<file path="config.mk">
export PLATFORM = sky130hd
export DESIGN_NAME = arith_encoder_param
export DESIGN_NICKNAME = d
export VERILOG_FILES = /design/src/rtl/arith_encoder_param.sv
export SDC_FILE = /design/constraint.sdc
export NUM_CORES = 1
export LEC_CHECK = 0
export ABC_CLOCK_PERIOD_IN_PS = 12200
export BUFFER_PORTS_ARGS = -buffer_cell sky130_fd_sc_hd__buf_2
export CAP_MARGIN = 40
export CORE_UTILIZATION = 35
export DETAILED_ROUTE_END_ITERATION = 10
export PLACE_DENSITY = 0.59
export SLEW_MARGIN = 20
export SYNTH_ARGS = -nofsm -noshare
export SYNTH_HDL_FRONTEND = slang
export SYNTH_SLANG_ARGS = --single-unit
</file>
<file path="constraint.sdc">
create_clock -name sys_clk -period 12.2 [get_ports sys_clk]
set_input_delay 2.44 -clock sys_clk [delete_from_list [all_inputs] [get_ports sys_clk]]
set_output_delay 2.44 -clock sys_clk [all_outputs]
set_load 0.01 [all_outputs]
</file>
<file path="src/rtl/arith_encoder_param.sv">
// Parametrised arithmetic (range) encoder with a programmable cumulative-count
// table, E3 pending-bit handling and a flow-controlled serial code stream.
//
// Ports:
//   sys_clk, sys_reset          clock, synchronous active-high reset
//   sym_in/sym_valid/sym_ready  symbol handshake (sym_err flags dropped symbols)
//   tbl_we/tbl_addr/tbl_data    cumulative table write, honoured in IDLE only
//   bit_out/bit_valid/bit_ready serial code bit handshake, bit_last on final bit
//   done                        one-cycle pulse after the block's last bit
//   busy                        high whenever the encoder is not IDLE
module arith_encoder_param #(
    parameter int PREC        = 10,
    parameter int NUM_SYM     = 5,
    parameter int SYM_W       = 3,
    parameter int CNT_W       = 8,
    parameter int TOTAL_COUNT = 96,
    parameter int BLOCK_LEN   = 96,
    parameter int PEND_W      = 7
) (
    input  logic             sys_clk,
    input  logic             sys_reset,
    input  logic [SYM_W-1:0] sym_in,
    input  logic             sym_valid,
    output logic             sym_ready,
    input  logic             tbl_we,
    input  logic [SYM_W-1:0] tbl_addr,
    input  logic [CNT_W-1:0] tbl_data,
    output logic             bit_out,
    output logic             bit_valid,
    input  logic             bit_ready,
    output logic             bit_last,
    output logic             done,
    output logic             sym_err,
    output logic             busy
);

    localparam int SC_W = $clog2(BLOCK_LEN + 1);
    localparam int PW   = PREC + 1 + CNT_W;

    localparam logic [PREC-1:0]   HALF = {1'b1, {(PREC-1){1'b0}}};
    localparam logic [PREC-1:0]   QTR  = {2'b01, {(PREC-2){1'b0}}};
    localparam logic [PREC-1:0]   THQ  = {2'b11, {(PREC-2){1'b0}}};
    localparam logic [PREC-1:0]   TOP  = '1;
    localparam logic [PEND_W-1:0] PMAX = '1;
    localparam logic [SC_W-1:0]   BLK  = SC_W'(BLOCK_LEN);
    localparam logic [SYM_W:0]    NSYM = (SYM_W+1)'(NUM_SYM);

    typedef enum logic [2:0] {
        S_IDLE,
        S_ACCEPT,
        S_UPDATE,
        S_RENORM,
        S_EMIT,
        S_FLUSH,
        S_FLUSH_EMIT,
        S_DONE
    } state_t;

    state_t            state_q;
    state_t            state_d;
    logic [PREC-1:0]   low_q;
    logic [PREC-1:0]   high_q;
    logic [PEND_W-1:0] pend_q;
    logic [SC_W-1:0]   sc_q;
    logic [SYM_W-1:0]  sym_q;
    logic              qbit_q;
    logic              first_q;
    logic [CNT_W-1:0]  cum_q [0:NUM_SYM];

    logic              sym_ok;
    logic              tbl_ok;
    logic              emit_last;
    logic [PREC:0]     range_w;
    logic [PW-1:0]     prod_hi;
    logic [PW-1:0]     prod_lo;
    logic [PREC-1:0]   low_d;
    logic [PREC-1:0]   high_d;
    logic [PEND_W-1:0] pend_inc;

    function automatic logic [CNT_W-1:0] rst_cum(input int i);
        case (i)
            0:       return '0;
            1:       return CNT_W'(2);
            2:       return CNT_W'(71);
            3:       return CNT_W'(90);
            4:       return CNT_W'(94);
            default: return CNT_W'(TOTAL_COUNT);
        endcase
    endfunction

    assign sym_ok = {1'b0, sym_in} < NSYM;
    assign tbl_ok = {1'b0, tbl_addr} <= NSYM;

    // Interval update; both bounds derive from the pre-update low.
    assign range_w = {1'b0, high_q} - {1'b0, low_q} + (PREC+1)'(1);
    assign prod_hi = PW'(range_w) * PW'(cum_q[sym_q + SYM_W'(1)]);
    assign prod_lo = PW'(range_w) * PW'(cum_q[sym_q]);
    assign high_d  = PREC'(PW'(low_q) + prod_hi / PW'(TOTAL_COUNT) - PW'(1));
    assign low_d   = PREC'(PW'(low_q) + prod_lo / PW'(TOTAL_COUNT));

    assign pend_inc = (pend_q == PMAX) ? pend_q : pend_q + PEND_W'(1);

    // Queued bit goes out first, then one complement per pending count.
    assign emit_last = first_q ? (pend_q == '0) : (pend_q == PEND_W'(1));

    always_comb begin
        state_d   = state_q;
        sym_ready = 1'b0;
        bit_valid = 1'b0;
        bit_last  = 1'b0;
        done      = 1'b0;
        sym_err   = 1'b0;
        busy      = (state_q != S_IDLE);
        bit_out   = first_q ? qbit_q : ~qbit_q;
        unique case (state_q)
            S_IDLE: state_d = S_ACCEPT;
            S_ACCEPT: begin
                sym_ready = 1'b1;
                sym_err   = sym_valid && !sym_ok;
                if (sym_valid && sym_ok)
                    state_d = S_UPDATE;
            end
            S_UPDATE: state_d = S_RENORM;
            S_RENORM: begin
                if (high_q < HALF || low_q >= HALF)
                    state_d = S_EMIT;
                else if (low_q >= QTR && high_q < THQ)
                    state_d = S_RENORM;
                else if (sc_q == BLK)
                    state_d = S_FLUSH;
                else
                    state_d = S_ACCEPT;
            end
            S_EMIT: begin
                bit_valid = 1'b1;
                if (bit_ready && emit_last)
                    state_d = S_RENORM;
            end
            S_FLUSH: state_d = S_FLUSH_EMIT;
            S_FLUSH_EMIT: begin
                bit_valid = 1'b1;
                bit_last  = emit_last;
                if (bit_ready && emit_last)
                    state_d = S_DONE;
            end
            S_DONE: begin
                done    = 1'b1;
                state_d = S_IDLE;
            end
            default: state_d = S_IDLE;
        endcase
    end

    always_ff @(posedge sys_clk) begin
        if (sys_reset) begin
            state_q <= S_IDLE;
            low_q   <= '0;
            high_q  <= TOP;
            pend_q  <= '0;
            sc_q    <= '0;
            sym_q   <= '0;
            qbit_q  <= 1'b0;
            first_q <= 1'b1;
            for (int i = 0; i <= NUM_SYM; i++)
                cum_q[i] <= rst_cum(i);
        end else begin
            state_q <= state_d;
            unique case (state_q)
                S_IDLE: begin
                    if (tbl_we && tbl_ok)
                        cum_q[tbl_addr] <= tbl_data;
                end
                S_ACCEPT: begin
                    if (sym_valid && sym_ok) begin
                        sym_q <= sym_in;
                        sc_q  <= sc_q + SC_W'(1);
                    end
                end
                S_UPDATE: begin
                    low_q  <= low_d;
                    high_q <= high_d;
                end
                S_RENORM: begin
                    if (high_q < HALF) begin
                        qbit_q  <= 1'b0;
                        first_q <= 1'b1;
                        low_q   <= low_q << 1;
                        high_q  <= (high_q << 1) | PREC'(1);
                    end else if (low_q >= HALF) begin
                        qbit_q  <= 1'b1;
                        first_q <= 1'b1;
                        low_q   <= (low_q - HALF) << 1;
                        high_q  <= ((high_q - HALF) << 1) | PREC'(1);
                    end else if (low_q >= QTR && high_q < THQ) begin
                        pend_q  <= pend_inc;
                        low_q   <= (low_q - QTR) << 1;
                        high_q  <= ((high_q - QTR) << 1) | PREC'(1);
                    end
                end
                S_EMIT, S_FLUSH_EMIT: begin
                    if (bit_ready) begin
                        if (first_q)
                            first_q <= 1'b0;
                        else
                            pend_q <= pend_q - PEND_W'(1);
                    end
                end
                S_FLUSH: begin
                    pend_q  <= pend_inc;
                    qbit_q  <= (low_q >= QTR);
                    first_q <= 1'b1;
                end
                S_DONE: begin
                    low_q  <= '0;
                    high_q <= TOP;
                    sc_q   <= '0;
                    pend_q <= '0;
                end
                default: ;
            endcase
        end
    end

endmodule

</file>
==> flow_metrics.py <==
metrics = {
    "global_routing": {
        "grt_pass1_wl_um": 64700,
        "grt_pass1_vias": 12782,
        "grt_max_degree": 46,
        "grt_usage": 0.176,
        "gr-total-overflow": 0,
        "antenna_found_initial": 0,
    },
    "worst_setup_path": {
        "required_ns": 12.47,
        "cpPeakStageDelay_ns": 0.58,
        "startpoint_type": "flop",
        "cp_max_fo": 10,
        "crit_path_end_kind": "flop",
        "cp_data_arrival_time_ns": 11.86,
        "path_class": "flop to flop",
        "slowest_stage": "fa_1",
    },
    "synthesis": {
        "synthCells": 1793,
        "syn_area_mm2": 0.0156,
        "yosysTopAreaCell": "fa_1",
        "synth_common_cells": "nor2_1, inv_1, ha_1, fa_1, nand2_1",
        "synth_top_area_share": 0.143,
        "async_flop_share": 0,
        "synthTopCellsByArea": "fa_1, edfxtp_1, ha_1",
        "syn_area_per_cell_um2": 8.70,
        "yosys_warnings": 0,
        "synthFlopType": "edfxtp_1",
        "synth-seq-cells": 109,
        "yosysMostFrequentCell": "nor2_1",
        "synth.distinct_cells": 103,
        "synth-edff-count": 64,
        "synth_seq_area_share": 0.181,
    },
    "sta": {
        "maxSlewHeadroom": 0.458,
        "fmax_mhz": 86.3,
        "hold_slack_ns": 0.483,
        "hold_violations": 0,
        "fin_worst_skew_ns": 0.0152,
        "finalCritPeriodShare": 0.950,
        "min_period_ns": 11.59,
        "drv_slew": 0,
        "worst_slew_pin_slew_ns": 0.812,
        "setup_viol": 0,
    },
    "final_layout": {
        "layout.nets": 2090,
        "synthToLayoutAreaGrowth_pct": 11.0,
        "diodes": 0,
        "final_area_mm2": 0.0173,
        "drive_gt1_frac": 0.165,
        "stdcell_count": 2418,
    },
    "clock_network": {
        "clock_sinks": 109,
        "clkTransAtPathRegs_ns": 0.08,
        "clk_latency_ns": 0.39,
        "cts_buffers": 9,
        "htree_levels": 3,
        "clockBufferDepth": 2,
        "clockRootBuffer": "clkbuf_16",
        "cts_hold_buf": 0,
        "cts_tree": "done",
    },
    "routing": {
        "first_pass_iters": 5,
        "drt-initial-drc-count": 959,
        "drt_wl_total_um": 39200,
        "vias_per_cell": 5.41,
        "wl_per_cell_um": 16.2,
        "route.detailed.drc": 0,
        "route.vias.total": 13080,
        "final_antenna_net_count": 0,
    },
    "place": {
        "finalWeightedCongestion": 0.863,
        "placed_area_mm2": 0.0166,
        "port_buffers": 25,
        "place_inst": 2389,
        "dpl.hpwl_um": 30400,
    },
    "die": {
        "core_area_mm2": 0.0436,
        "die_x_um": 213,
        "die_y_um": 213,
        "num_rows": 76,
        "ioPinCount": 26,
        "start_util": 0.358,
        "die-area_mm2": 0.0454,
    },
    "min_path": {
        "holdCritPathClass": "flop to flop",
    },
    "run": {
        "maxCapViolCount": 0,
    },
    "outcome": {
        "outcome": "finished clean",
    },
}
[metrics by stage]
stage,worst slack [ns],utilization,TNS [ns]
after detailed placement,0.168,0.382,0
after CTS,0.114,0.388,0
after floorplan,1.10,-,0
after global routing,-0.0141,0.397,-0.0141
after global placement,0.353,0.380,0
final,0.609,0.397,0
[cell type report]
| cell class | count | area, um2 |
|---|---|---|
| clock buffer | 10 | 229 |
| clock inverter | 6 | 62.6 |
| fill | 4446 | 26200 |
| inverter | 196 | 736 |
| multi-input combinational | 1406 | 11900 |
| sequential | 109 | 2820 |
| tap | 585 | 732 |
| timing repair buffer | 106 | 773 |
[worst max-delay path: cells and delay by family (launching register included)]
family,cells,cell delay (ns)
xor gates and xnor gates,3,0.43
adders and majority gates,11,4.00
muxes,1,0.08
buffers and inverters,10,1.00
AOI/OAI and AO/OA,22,4.74
and+or+nand+nor,5,0.84
DFF,1,0.37
[layer usage]
| metal | up-vias | track usage | share of wire | wire, um |
|---|---|---|---|---|
| met1 | 6408 | 0.233 | 0.46 | 17800 |
| met2 | 290 | 0.304 | 0.49 | 19000 |
| li1 | 6332 | - | - | - |
| met4 | 0 | 0.0566 | 0.025 | 997 |
| met5 | - | 0 | 0 | 0 |
| met3 | 50 | 0.0147 | 0.034 | 1320 |
[timing repair]
| action | CTS | global route |
|---|---|---|
| buffers inserted | 0 | 11 |
| setup endpoints to repair | 0 | 8 |
| gates resized for setup | 0 | 54 |
[sequential cells by signal (all words and copies together) (netlist names), named ones only]
| signal | cells |
|---|---|
| cum_q | 64 |
| high_q | 10 |
| low_q | 10 |
| pend_q | 7 |
| sc_q | 7 |
| state_q | 3 |
| sym_q | 3 |
| first_q | 1 |
| qbit_q | 1 |
[worst paths after layout]
check / cells past startpoint / start / slack [ns] / end
max: 52 / high_q[1]$_SDFFE_PP1P_ / 0.61 / high_q[9]$_SDFFE_PP1P_
min: 2 / qbit_q$_SDFFE_PP0P_ / 0.48 / qbit_q$_SDFFE_PP0P_
max reg2reg: 52 / high_q[1]$_SDFFE_PP1P_ / 0.61 / high_q[9]$_SDFFE_PP1P_
min reg2reg: 2 / qbit_q$_SDFFE_PP0P_ / 0.48 / qbit_q$_SDFFE_PP0P_
[kinds of logic after synthesis]
logic type / Yosys count / share of synthesized area
adder cells (fa/ha/maj): 244 / 0.249
XOR/XNOR: 84 / 0.0495
other: 1 / 0.000241
AO/OA/AOI/OAI: 402 / 0.190
multiplexers: 66 / 0.0691
buffers and inverters: 293 / 0.0752
AND/OR/NAND/NOR: 594 / 0.186
flip-flops: 109 / 0.181
[cells in the final DEF, fill, tap and decap left out, types with 9 or more instances in the layout]
cell,Yosys,final
o21bai_1,16,16
xor2_1,24,23
a211oi_1,32,29
a211o_1,13,12
a221oi_1,13,13
fa_1,111,111
mux4_2,32,32
a21oi_1,88,75
nor2b_1,28,28
ha_1,132,129
a21o_1,34,34
o211ai_1,10,10
or2_2,51,51
o21ai_0,56,54
a31oi_1,10,9
nand3_1,41,39
and3_1,17,17
clkbuf_16,0,9
o31ai_1,11,11
a21oi_2,1,11
edfxtp_1,64,64
nand2_1,89,89
nand4_1,9,9
xnor2_1,56,52
buf_4,6,71
nor3_1,37,34
mux2i_1,30,30
nor2_1,240,240
inv_1,194,194
buf_2,10,28
nand2b_1,28,28
conb_1,1,16
dfxtp_1,45,44
Power is not shown: default switching activity piles up to over one toggle a cycle in this logic, so the estimate is an artifact.
